$ cat src/rtl/rc4_stream_xor_if.sv
// Handshake and control bundle for the RC4 keystream-XOR datapath.
// The master side drives stimulus; the slave side is the datapath.
interface rc4_stream_xor_if #(
    parameter int BYTES    = 1,
    parameter int KS_DEPTH = 16,
    parameter int CNT_W    = 16
);
    localparam int LW = $clog2(KS_DEPTH) + 1;

    logic                 start;
    logic [CNT_W-1:0]     msg_len;
    logic                 bypass;
    logic [7:0]           ks_byte;
    logic                 ks_valid;
    logic                 ks_ready;
    logic [BYTES*8-1:0]   data_in;
    logic                 in_valid;
    logic                 in_ready;
    logic [BYTES*8-1:0]   data_out;
    logic                 out_valid;
    logic                 out_ready;
    logic                 busy;
    logic                 done;
    logic [LW-1:0]        ks_level;

    modport master (
        output start, msg_len, bypass, ks_byte, ks_valid, data_in, in_valid, out_ready,
        input  ks_ready, in_ready, data_out, out_valid, busy, done, ks_level
    );

    modport slave (
        input  start, msg_len, bypass, ks_byte, ks_valid, data_in, in_valid, out_ready,
        output ks_ready, in_ready, data_out, out_valid, busy, done, ks_level
    );
endinterface

$ cat src/rtl/rc4_stream_xor.sv
// Keystream FIFO plus message-framed multi-byte XOR stage with valid/ready on
// keystream, input and output. Keystream survives across messages until rst.
module rc4_stream_xor #(
    parameter int BYTES    = 1,
    parameter int KS_DEPTH = 16,
    parameter int CNT_W    = 16
) (
    input  logic              clk,
    input  logic              rst,
    rc4_stream_xor_if.slave   bus
);
    localparam int AW = $clog2(KS_DEPTH);
    localparam int LW = AW + 1;
    localparam int DW = BYTES * 8;

    typedef enum logic [1:0] {IDLE, RUN, DRAIN} state_t;

    state_t            state_reg, state_next;
    logic [CNT_W-1:0]  cnt_reg, cnt_next;
    logic              bypass_reg, bypass_next;
    logic              done_reg, done_next;
    logic              out_valid_reg, out_valid_next;
    logic [DW-1:0]     data_out_reg, data_out_next;

    logic [AW-1:0]     wr_ptr_reg, rd_ptr_reg;
    logic [LW-1:0]     level_reg, level_next;
    logic [7:0]        ks_mem [KS_DEPTH];
    logic [DW-1:0]     ks_word;

    logic              ks_ready_int, in_ready_int;
    logic              push, pop, accept, have_ks;

    // All full/empty decisions look only at the start-of-cycle level.
    assign have_ks      = level_reg >= LW'(BYTES);
    assign ks_ready_int = !rst && (level_reg < LW'(KS_DEPTH));
    assign in_ready_int = !rst && (state_reg == RUN) && (bypass_reg || have_ks)
                          && (!out_valid_reg || bus.out_ready);
    assign push         = bus.ks_valid && ks_ready_int;
    assign accept       = bus.in_valid && in_ready_int;
    assign pop          = accept && !bypass_reg;

    // Byte k of the beat pairs with the k-th oldest keystream byte.
    generate
        for (genvar gi = 0; gi < BYTES; gi++) begin : g_ks_word
            assign ks_word[8*gi +: 8] = ks_mem[rd_ptr_reg + AW'(gi)];
        end
    endgenerate

    assign level_next = level_reg + LW'(push) - (pop ? LW'(BYTES) : '0);

    always_ff @(posedge clk) begin
        if (push) begin
            ks_mem[wr_ptr_reg] <= bus.ks_byte;
        end
    end

    always_ff @(posedge clk) begin
        if (rst) begin
            wr_ptr_reg <= '0;
            rd_ptr_reg <= '0;
            level_reg  <= '0;
        end else begin
            if (push) begin
                wr_ptr_reg <= wr_ptr_reg + AW'(1);
            end
            if (pop) begin
                rd_ptr_reg <= rd_ptr_reg + AW'(BYTES);
            end
            level_reg <= level_next;
        end
    end

    always_comb begin
        state_next     = state_reg;
        cnt_next       = cnt_reg;
        bypass_next    = bypass_reg;
        done_next      = 1'b0;
        out_valid_next = out_valid_reg;
        data_out_next  = data_out_reg;

        if (accept) begin
            out_valid_next = 1'b1;
            data_out_next  = bus.data_in ^ (bypass_reg ? '0 : ks_word);
        end else if (bus.out_ready) begin
            out_valid_next = 1'b0;
        end

        case (state_reg)
            IDLE: begin
                if (bus.start) begin
                    if (bus.msg_len == '0) begin
                        done_next = 1'b1;
                    end else begin
                        cnt_next    = bus.msg_len;
                        bypass_next = bus.bypass;
                        state_next  = RUN;
                    end
                end
            end
            RUN: begin
                if (accept) begin
                    cnt_next = cnt_reg - CNT_W'(1);
                    if (cnt_reg == CNT_W'(1)) begin
                        state_next = DRAIN;
                    end
                end
            end
            DRAIN: begin
                // Only the final beat can be sitting in the output register here.
                if (out_valid_reg && bus.out_ready) begin
                    state_next = IDLE;
                    done_next  = 1'b1;
                end
            end
            default: state_next = IDLE;
        endcase
    end

    always_ff @(posedge clk) begin
        if (rst) begin
            state_reg     <= IDLE;
            cnt_reg       <= '0;
            bypass_reg    <= 1'b0;
            done_reg      <= 1'b0;
            out_valid_reg <= 1'b0;
            data_out_reg  <= '0;
        end else begin
            state_reg     <= state_next;
            cnt_reg       <= cnt_next;
            bypass_reg    <= bypass_next;
            done_reg      <= done_next;
            out_valid_reg <= out_valid_next;
            data_out_reg  <= data_out_next;
        end
    end

    // Outputs are forced quiet while rst is high so an aborted beat never escapes.
    assign bus.ks_ready  = ks_ready_int;
    assign bus.in_ready  = in_ready_int;
    assign bus.data_out  = rst ? '0 : data_out_reg;
    assign bus.out_valid = !rst && out_valid_reg;
    assign bus.done      = !rst && done_reg;
    assign bus.busy      = !rst && (state_reg != IDLE);
    assign bus.ks_level  = level_reg;
endmodule
$ cat src/flat_wrapper.sv
// flat-port wrapper written by rule: the top's interface ports become plain ports
module rc4_stream_xor_flat 
#(
    parameter int BYTES    = 1,
    parameter int KS_DEPTH = 16,
    parameter int CNT_W    = 16
)
  (clk, rst, bus_start, bus_msg_len, bus_bypass, bus_ks_byte, bus_ks_valid, bus_data_in, bus_in_valid, bus_out_ready, bus_ks_ready, bus_in_ready, bus_data_out, bus_out_valid, bus_busy, bus_done, bus_ks_level);
  rc4_stream_xor_if #(.BYTES(BYTES), .KS_DEPTH(KS_DEPTH), .CNT_W(CNT_W)) bus_i ();
  input  logic clk;
  input  logic rst;
  input wire logic [$bits(bus_i.start)-1:0] bus_start;
  input wire logic [$bits(bus_i.msg_len)-1:0] bus_msg_len;
  input wire logic [$bits(bus_i.bypass)-1:0] bus_bypass;
  input wire logic [$bits(bus_i.ks_byte)-1:0] bus_ks_byte;
  input wire logic [$bits(bus_i.ks_valid)-1:0] bus_ks_valid;
  input wire logic [$bits(bus_i.data_in)-1:0] bus_data_in;
  input wire logic [$bits(bus_i.in_valid)-1:0] bus_in_valid;
  input wire logic [$bits(bus_i.out_ready)-1:0] bus_out_ready;
  output wire logic [$bits(bus_i.ks_ready)-1:0] bus_ks_ready;
  output wire logic [$bits(bus_i.in_ready)-1:0] bus_in_ready;
  output wire logic [$bits(bus_i.data_out)-1:0] bus_data_out;
  output wire logic [$bits(bus_i.out_valid)-1:0] bus_out_valid;
  output wire logic [$bits(bus_i.busy)-1:0] bus_busy;
  output wire logic [$bits(bus_i.done)-1:0] bus_done;
  output wire logic [$bits(bus_i.ks_level)-1:0] bus_ks_level;
  assign bus_i.start = bus_start;
  assign bus_i.msg_len = bus_msg_len;
  assign bus_i.bypass = bus_bypass;
  assign bus_i.ks_byte = bus_ks_byte;
  assign bus_i.ks_valid = bus_ks_valid;
  assign bus_i.data_in = bus_data_in;
  assign bus_i.in_valid = bus_in_valid;
  assign bus_i.out_ready = bus_out_ready;
  assign bus_ks_ready = bus_i.ks_ready;
  assign bus_in_ready = bus_i.in_ready;
  assign bus_data_out = bus_i.data_out;
  assign bus_out_valid = bus_i.out_valid;
  assign bus_busy = bus_i.busy;
  assign bus_done = bus_i.done;
  assign bus_ks_level = bus_i.ks_level;
  rc4_stream_xor #(.BYTES(BYTES), .KS_DEPTH(KS_DEPTH), .CNT_W(CNT_W)) u_core (.clk(clk), .rst(rst), .bus(bus_i));
endmodule
$ cat config.mk
export PLATFORM = sky130hd
export DESIGN_NAME = rc4_stream_xor_flat
export DESIGN_NICKNAME = d
export VERILOG_FILES = /design/src/rtl/rc4_stream_xor_if.sv /design/src/rtl/rc4_stream_xor.sv /design/src/flat_wrapper.sv
export SDC_FILE = /design/constraint.sdc
export NUM_CORES = 1
export LEC_CHECK = 0
export ABC_AREA = 1
export CORE_MARGIN = 2
export CORE_UTILIZATION = 50
export CTS_CLUSTER_DIAMETER = 50
export DETAILED_ROUTE_END_ITERATION = 16
export PLACE_DENSITY = 0.81
export SYNTH_ARGS = -nofsm -noshare
export SYNTH_HDL_FRONTEND = slang
export SYNTH_SLANG_ARGS = --single-unit
$ cat constraint.sdc
create_clock -name clk -period 3.4 [get_ports clk]
set_clock_uncertainty 0.05 [all_clocks]
set_input_delay 0.68 -clock clk [delete_from_list [all_inputs] [get_ports clk]]
set_output_delay 0.68 -clock clk [all_outputs]
set_load 0.005 [all_outputs]
==> run summary, run 1 <==
synthesized area - 0.00818 mm²
CTS root buffer - clkbuf_16
Peak Freq - 327 MHz
FF-to-FF Start - u_core.state_reg[0]
die span in y - 132 µm
routed vias/inst - 5.34
CTS tree - yes
reg2reg path depth - 13
Leakage - 0.00397 µW
main combinational cell family by area after synthesis - simple AND/OR/NAND/NOR gates
maximum fanout along the worst path - 17
synthesized area per cell - 8.77 µm²
mux cell area share after synthesis - 0%
Hold Path Class - reg -> reg
vias in the first global route - 6232
Num CTS Buffers - 17
fillers - 1310
Worst-path clk slew - 0.06 ns
Synth Area in Compound Gates - 5.51%
Pwr Total - 5350 µW
Setup Buffers After CTS - 0
fin crit period - 3.06 ns
Yosys warnings - 0
most frequent cell after synthesis - nand2_1
VDD IR-drop max - 0.401 mV
crit start category - input port
Hold Slack - 0.436 ns
end-of-flow core utilization - 60.2%
top cells by count, synth - nand2_1, nor2_1, edfxtp_1, inv_1, nand3_1
max cap viols - 0
P&R area growth vs syn - 17.3%
dpl ws - 0.186 ns
initial antenna violation count - 0
post-CTS sizing - 0
adder-cell share of the synthesized area - 2.54%
layout cell share with drive strength beyond 1 - 6.85%
Main synth FF type - edfxtp_1
Setup violations, final - 0
Post-Route WL - 19500 µm
max-slew violation count - 0
FP Rows - 46
slew margin rel. - 21.4%
PnR worst setup slack - 0.338 ns
routed vias - 6539
grt total ovfl - 0
CP Capture Type - output port
Cells after Synth - 933
R2R setup slack - 0.73 ns
core box area - 0.0159 mm²
drt pass-1 iters - 6
Routed WL per cell - 16.0 µm
max reg flops - 128
global-route wire length before repair - 31500 µm
hold-fix buffers at CTS - 0
Synth area leaders - edfxtp_1, dfxtp_1, nand2_1
clk buf depth - 2
Critical Path RT - 2.67 ns
Crit Path Category - in -> out
initial core utilization - 51.3%
ANT nets after route - 0
final net count - 1050
Pwr Density - 558 mW/mm²
Total Routing Usage GR - 22.9%
ANT cells - 0
final worst-path cycle share - 90.1%
Post-Syn Nets - 988
synthesized flop and latch total - 174
library cells used by synthesis - 37
DRC viols - 0
Iter 0 DRT Violations - 579
Sink Count - 174
status - completed
setup TNS - 0 ns
WHS Path Cells - 2
PortBufs - 56
Hold EP - u_core.cnt_reg[15]
post-synth top area share - 47.0%
ys async rst share - 0%
register area share after synthesis - 58.3%
Placer Congestion - 0.858
post-synthesis xor/xnor area fraction - 0.750%
largest net degree at the start of global routing - 65
die width - 132 µm
detailed placement HPWL - 12500 µm
Final Hold Violating Endpoints - 0
Die Area - 0.0174 mm²
R2R Path End - u_core.bus.ks_level[4]
clk_lat worst skew - 0.43 ns
CTS H-tree lvls - 4
post-synthesis simple-gate area fraction - 25.4%
HP Start - u_core.cnt_reg[15]
io pins - 57
Worst-Margin Slew - 1.18 ns
RSZ-0062 raised after global routing - false
number of synthesized flops with an enable pin - 128
Arr. time, crit path - 2.33 ns
Yosys top cell by area - edfxtp_1
==> final cells by class <==
type	count	area, µm²	share of cell area, %
clock buffers	17	425	4.43
clock inverters	15	144	1.50
inverters	119	448	4.67
multi-input cells	603	2800	29.2
flip-flops and latches	174	4770	49.7
well taps	216	270	2.82
repair buffers	80	741	7.72
==> metrics by stage <==
step           instances  cell area, µm²
3_3_place_gp        1192            9020
4_1_cts             1224            9590
6_report            1224            9590
2_1_floorplan        933            8180
5_1_grt             1224            9590
3_5_place_dp        1192            9020
==> layer usage <==
layer | share of wire (%) | GRT usage, % | up-vias
li1 | - | - | 3160
met2 | 51 | 39.4 | 275
met1 | 40 | 28.1 | 3055
met4 | 2.9 | 9.72 | 0
met5 | 0 | 0 | -
met3 | 6.8 | 4.77 | 49
==> cell usage in the layout, fill, tap and decap left out, types with 20 or more instances in the layout <==
cell type	n
a21oi_1	20
buf_4	24
clkdlybuf4s50_1	56
dfxtp_1	45
edfxtp_1	128
inv_1	115
nand2_1	228
nand3_1	106
nor2_1	133
o21ai_0	58
==> worst max path at each step <==
stage               from                     end  cells after the start
global route         rst                bus_busy                      5
floorplan            rst  u_core.bus.ks_level[4]                     13
CTS                  rst                bus_busy                      5
finish               rst                bus_busy                      5
global placement     rst  u_core.bus.ks_level[4]                     13
detailed placement   rst  u_core.bus.ks_level[4]                     13
==> critical path, stage by stage <==
cell and delay (ns):
clkdlybuf4s50_1 0.58, buf_4 0.27, buf_4 0.26, nor2_1 0.09
clkdlybuf4s50_1 0.46
==> logic make-up (layout without fill, tap and decap cells) <==
kind of cell / Yosys count / in the layout
adders and majority gates: 16 / 16
xor gates and xnor gates: 7 / 7
AOI/OAI and AO/OA: 86 / 86
and+or+nand+nor: 494 / 494
DFF: 174 / 174
buffers and inverters: 156 / 231
==> report_power, final <==
| part | leakage (µW) | total, µW | internal, µW | switching [µW] |
|---|---|---|---|---|
| clock | 0.000272 | 1880 | 1070 | 809 |
| sequential | 0.00153 | 2460 | 2380 | 81.2 |
| combinational | 0.00217 | 1010 | 375 | 634 |
| total | 0.00397 | 5350 | 3830 | 1520 |
Note: power is estimated with default switching activity, not from simulation.
==> run 2: changes to the inputs <==
--- a/config.mk
+++ b/config.mk
@@ -9,6 +9,7 @@
 export CORE_MARGIN = 2
 export CORE_UTILIZATION = 50
 export CTS_CLUSTER_DIAMETER = 50
+export CTS_CLUSTER_SIZE = 30
 export DETAILED_ROUTE_END_ITERATION = 16
 export PLACE_DENSITY = 0.81
 export SYNTH_ARGS = -nofsm -noshare
==> results of run 2 <==
The final DEF is identical to that of run 1; final timing and power are the same.
==> run 3: changes to the inputs <==
--- a/config.mk
+++ b/config.mk
@@ -6,6 +6,7 @@
 export NUM_CORES = 1
 export LEC_CHECK = 0
 export ABC_AREA = 1
+export CAP_MARGIN = 20
 export CORE_MARGIN = 2
 export CORE_UTILIZATION = 50
 export CTS_CLUSTER_DIAMETER = 50
==> run summary, run 3 (synthesized netlist as in run 1, its figures left out) <==
Num CTS Buffers - 17 (unchanged)
die span in y - 132 µm (unchanged)
clk buf depth - 2 (unchanged)
Total Routing Usage GR - 22.9% (unchanged)
crit-path max cell delay - 0.58 ns (about the same)
Leakage - 0.00398 µW (+0.35%)
layout cell share with drive strength beyond 1 - 6.94% (+0.092 points)
max reg flops - 128 (unchanged)
Setup Buffers After CTS - 0 (unchanged)
max-slew violation count - 0 (unchanged)
die width - 132 µm (unchanged)
R2R Path End - u_core.bus.ks_level[4]
Worst-Margin Slew - 0.807 ns (-0.371 ns)
fillers - 1297 (-0.99%)
commonest non-fill, non-tap cells in the layout - nand2_1, nor2_1, edfxtp_1, inv_1, nand3_1
Post-Route WL - 19500 µm (about the same)
largest net degree at the start of global routing - 65 (unchanged)
CTS root buffer - clkbuf_16
Worst-path clk slew - 0.06 ns (about the same)
clk_lat worst skew - 0.43 ns (about the same)
Hold Path Class - reg -> reg
setup TNS - 0 ns (unchanged)
Die Area - 0.0174 mm² (unchanged)
Setup violations, final - 0 (unchanged)
initial antenna violation count - 0 (unchanged)
Pwr Density - 557 mW/mm² (about the same)
P&R area growth vs syn - 17.6%
CP top delay family - buffers and inverters
CTS tree - yes
global-route wire length before repair - 31500 µm (unchanged)
Sink Count - 174 (unchanged)
initial core utilization - 51.3% (unchanged)
grt total ovfl - 0 (unchanged)
VDD IR-drop max - 0.402 mV (+0.10%)
ANT cells - 0 (unchanged)
Crit path depth - 5 (unchanged)
final net count - 1051 (+0.095%)
DRC viols - 0 (unchanged)
Routed WL per cell - 15.9 µm (about the same)
routed vias - 6512 (-0.41%)
maximum fanout along the worst path - 17 (unchanged)
detailed placement HPWL - 12500 µm (unchanged)
reg2reg path depth - 13 (unchanged)
Worst Setup EP - bus_busy
fin crit period - 3.07 ns (+0.00478 ns)
worst path cell trace - clkdlybuf4s50_1 > buf_4 > buf_4 > nor2_1 > clkdlybuf4s50_1
drt pass-1 iters - 5 (-1)
io pins - 57 (unchanged)
Placer Congestion - 0.858 (unchanged)
max cap viols - 0 (unchanged)
Critical Path RT - 2.67 ns (about the same)
core box area - 0.0159 mm² (unchanged)
Worst path slowest cell - clkdlybuf4s50_1
CTS H-tree lvls - 4 (unchanged)
Final Hold Violating Endpoints - 0 (unchanged)
most common cell after layout, fill and taps aside - nand2_1
Crit Path Category - in -> out
crit start category - input port
FF-to-FF Start - u_core.state_reg[0]
slew margin rel. - 46.1% (+25 points)
Arr. time, crit path - 2.34 ns (about the same)
CP startpoint - rst
routed vias/inst - 5.32 (-0.49%)
vias in the first global route - 6232 (unchanged)
ANT nets after route - 0 (unchanged)
R2R setup slack - 0.73 ns (about the same)
end-of-flow core utilization - 60.3% (+0.17 points)
post-CTS sizing - 0 (unchanged)
CP Capture Type - output port
FP Rows - 46 (unchanged)
RSZ-0062 raised after global routing - false
Iter 0 DRT Violations - 589 (+1.7%)
PortBufs - 56 (unchanged)
Pwr Total - 5360 µW (+0.22%)
Worst Path Buf+Inv - 4 (unchanged)
hold-fix buffers at CTS - 0 (unchanged)
Peak Freq - 326 MHz (-0.16%)
status - completed
final worst-path cycle share - 90.2% (+0.14 points)
run 3: changes by cell type in the layout (fill, tap and decap cells not counted), sizes merged:
cell,previous run,this run
buf,24,25
run 3: final cells by class:
cell class	count	area [µm²]	share of cell area, %
multi-input cells	603	2800	29.1
well taps	216	270	2.81
repair buffers	81	768	7.99
clock inverters	15	144	1.50
clock buffers	17	425	4.42
flip-flops and latches	174	4770	49.5
inverters	119	448	4.66
run 3: metrics by stage:
step	worst slack, ns	cells	area [µm²]	hold WS [ns]
6_report	0.333	1225	9620	0.436
5_1_grt	0.264	1225	9620	0.454
4_1_cts	0.325	1224	9590	0.434
3_5_place_dp	0.186	1192	9020	0.424
3_3_place_gp	0.253	1192	9020	0.410
2_1_floorplan	0.574	933	8180	0.394
run 3: worst min-delay path, stage by stage, from the launching register on:
cell and delay (ns):
dfxtp_1 0.31, nand2_1 0.06, a21oi_1 0.06
run 3: metal layers:
metal / global-route usage, % / part of all wire (%) / vias to the layer above / wire [µm]
li1: - / - / 3156 / -
met1: 28.1 / 40 / 3055 / 7810
met2: 39.4 / 50 / 257 / 9860
met3: 4.77 / 6.6 / 44 / 1290
met4: 9.72 / 2.9 / 0 / 568
met5: 0 / 0 / - / 0
run 3: report_power, final:
group / switching, µW / total, µW / internal, µW
combinational: 633 / 1010 / 380
clock: 818 / 1890 / 1070
sequential: 80.0 / 2460 / 2380
run 3: worst min-delay path by stage:
stage,startpoint,to,slack (ns),cells after the start
2_1_floorplan,u_core.cnt_reg[14],u_core.cnt_reg[14],0.39,2
3_3_place_gp,u_core.cnt_reg[14],u_core.cnt_reg[14],0.41,2
3_5_place_dp,u_core.cnt_reg[15],u_core.cnt_reg[15],0.42,2
4_1_cts,u_core.cnt_reg[15],u_core.cnt_reg[15],0.43,2
5_1_grt,u_core.cnt_reg[15],u_core.cnt_reg[15],0.45,2
6_report,u_core.cnt_reg[14],u_core.cnt_reg[14],0.44,2
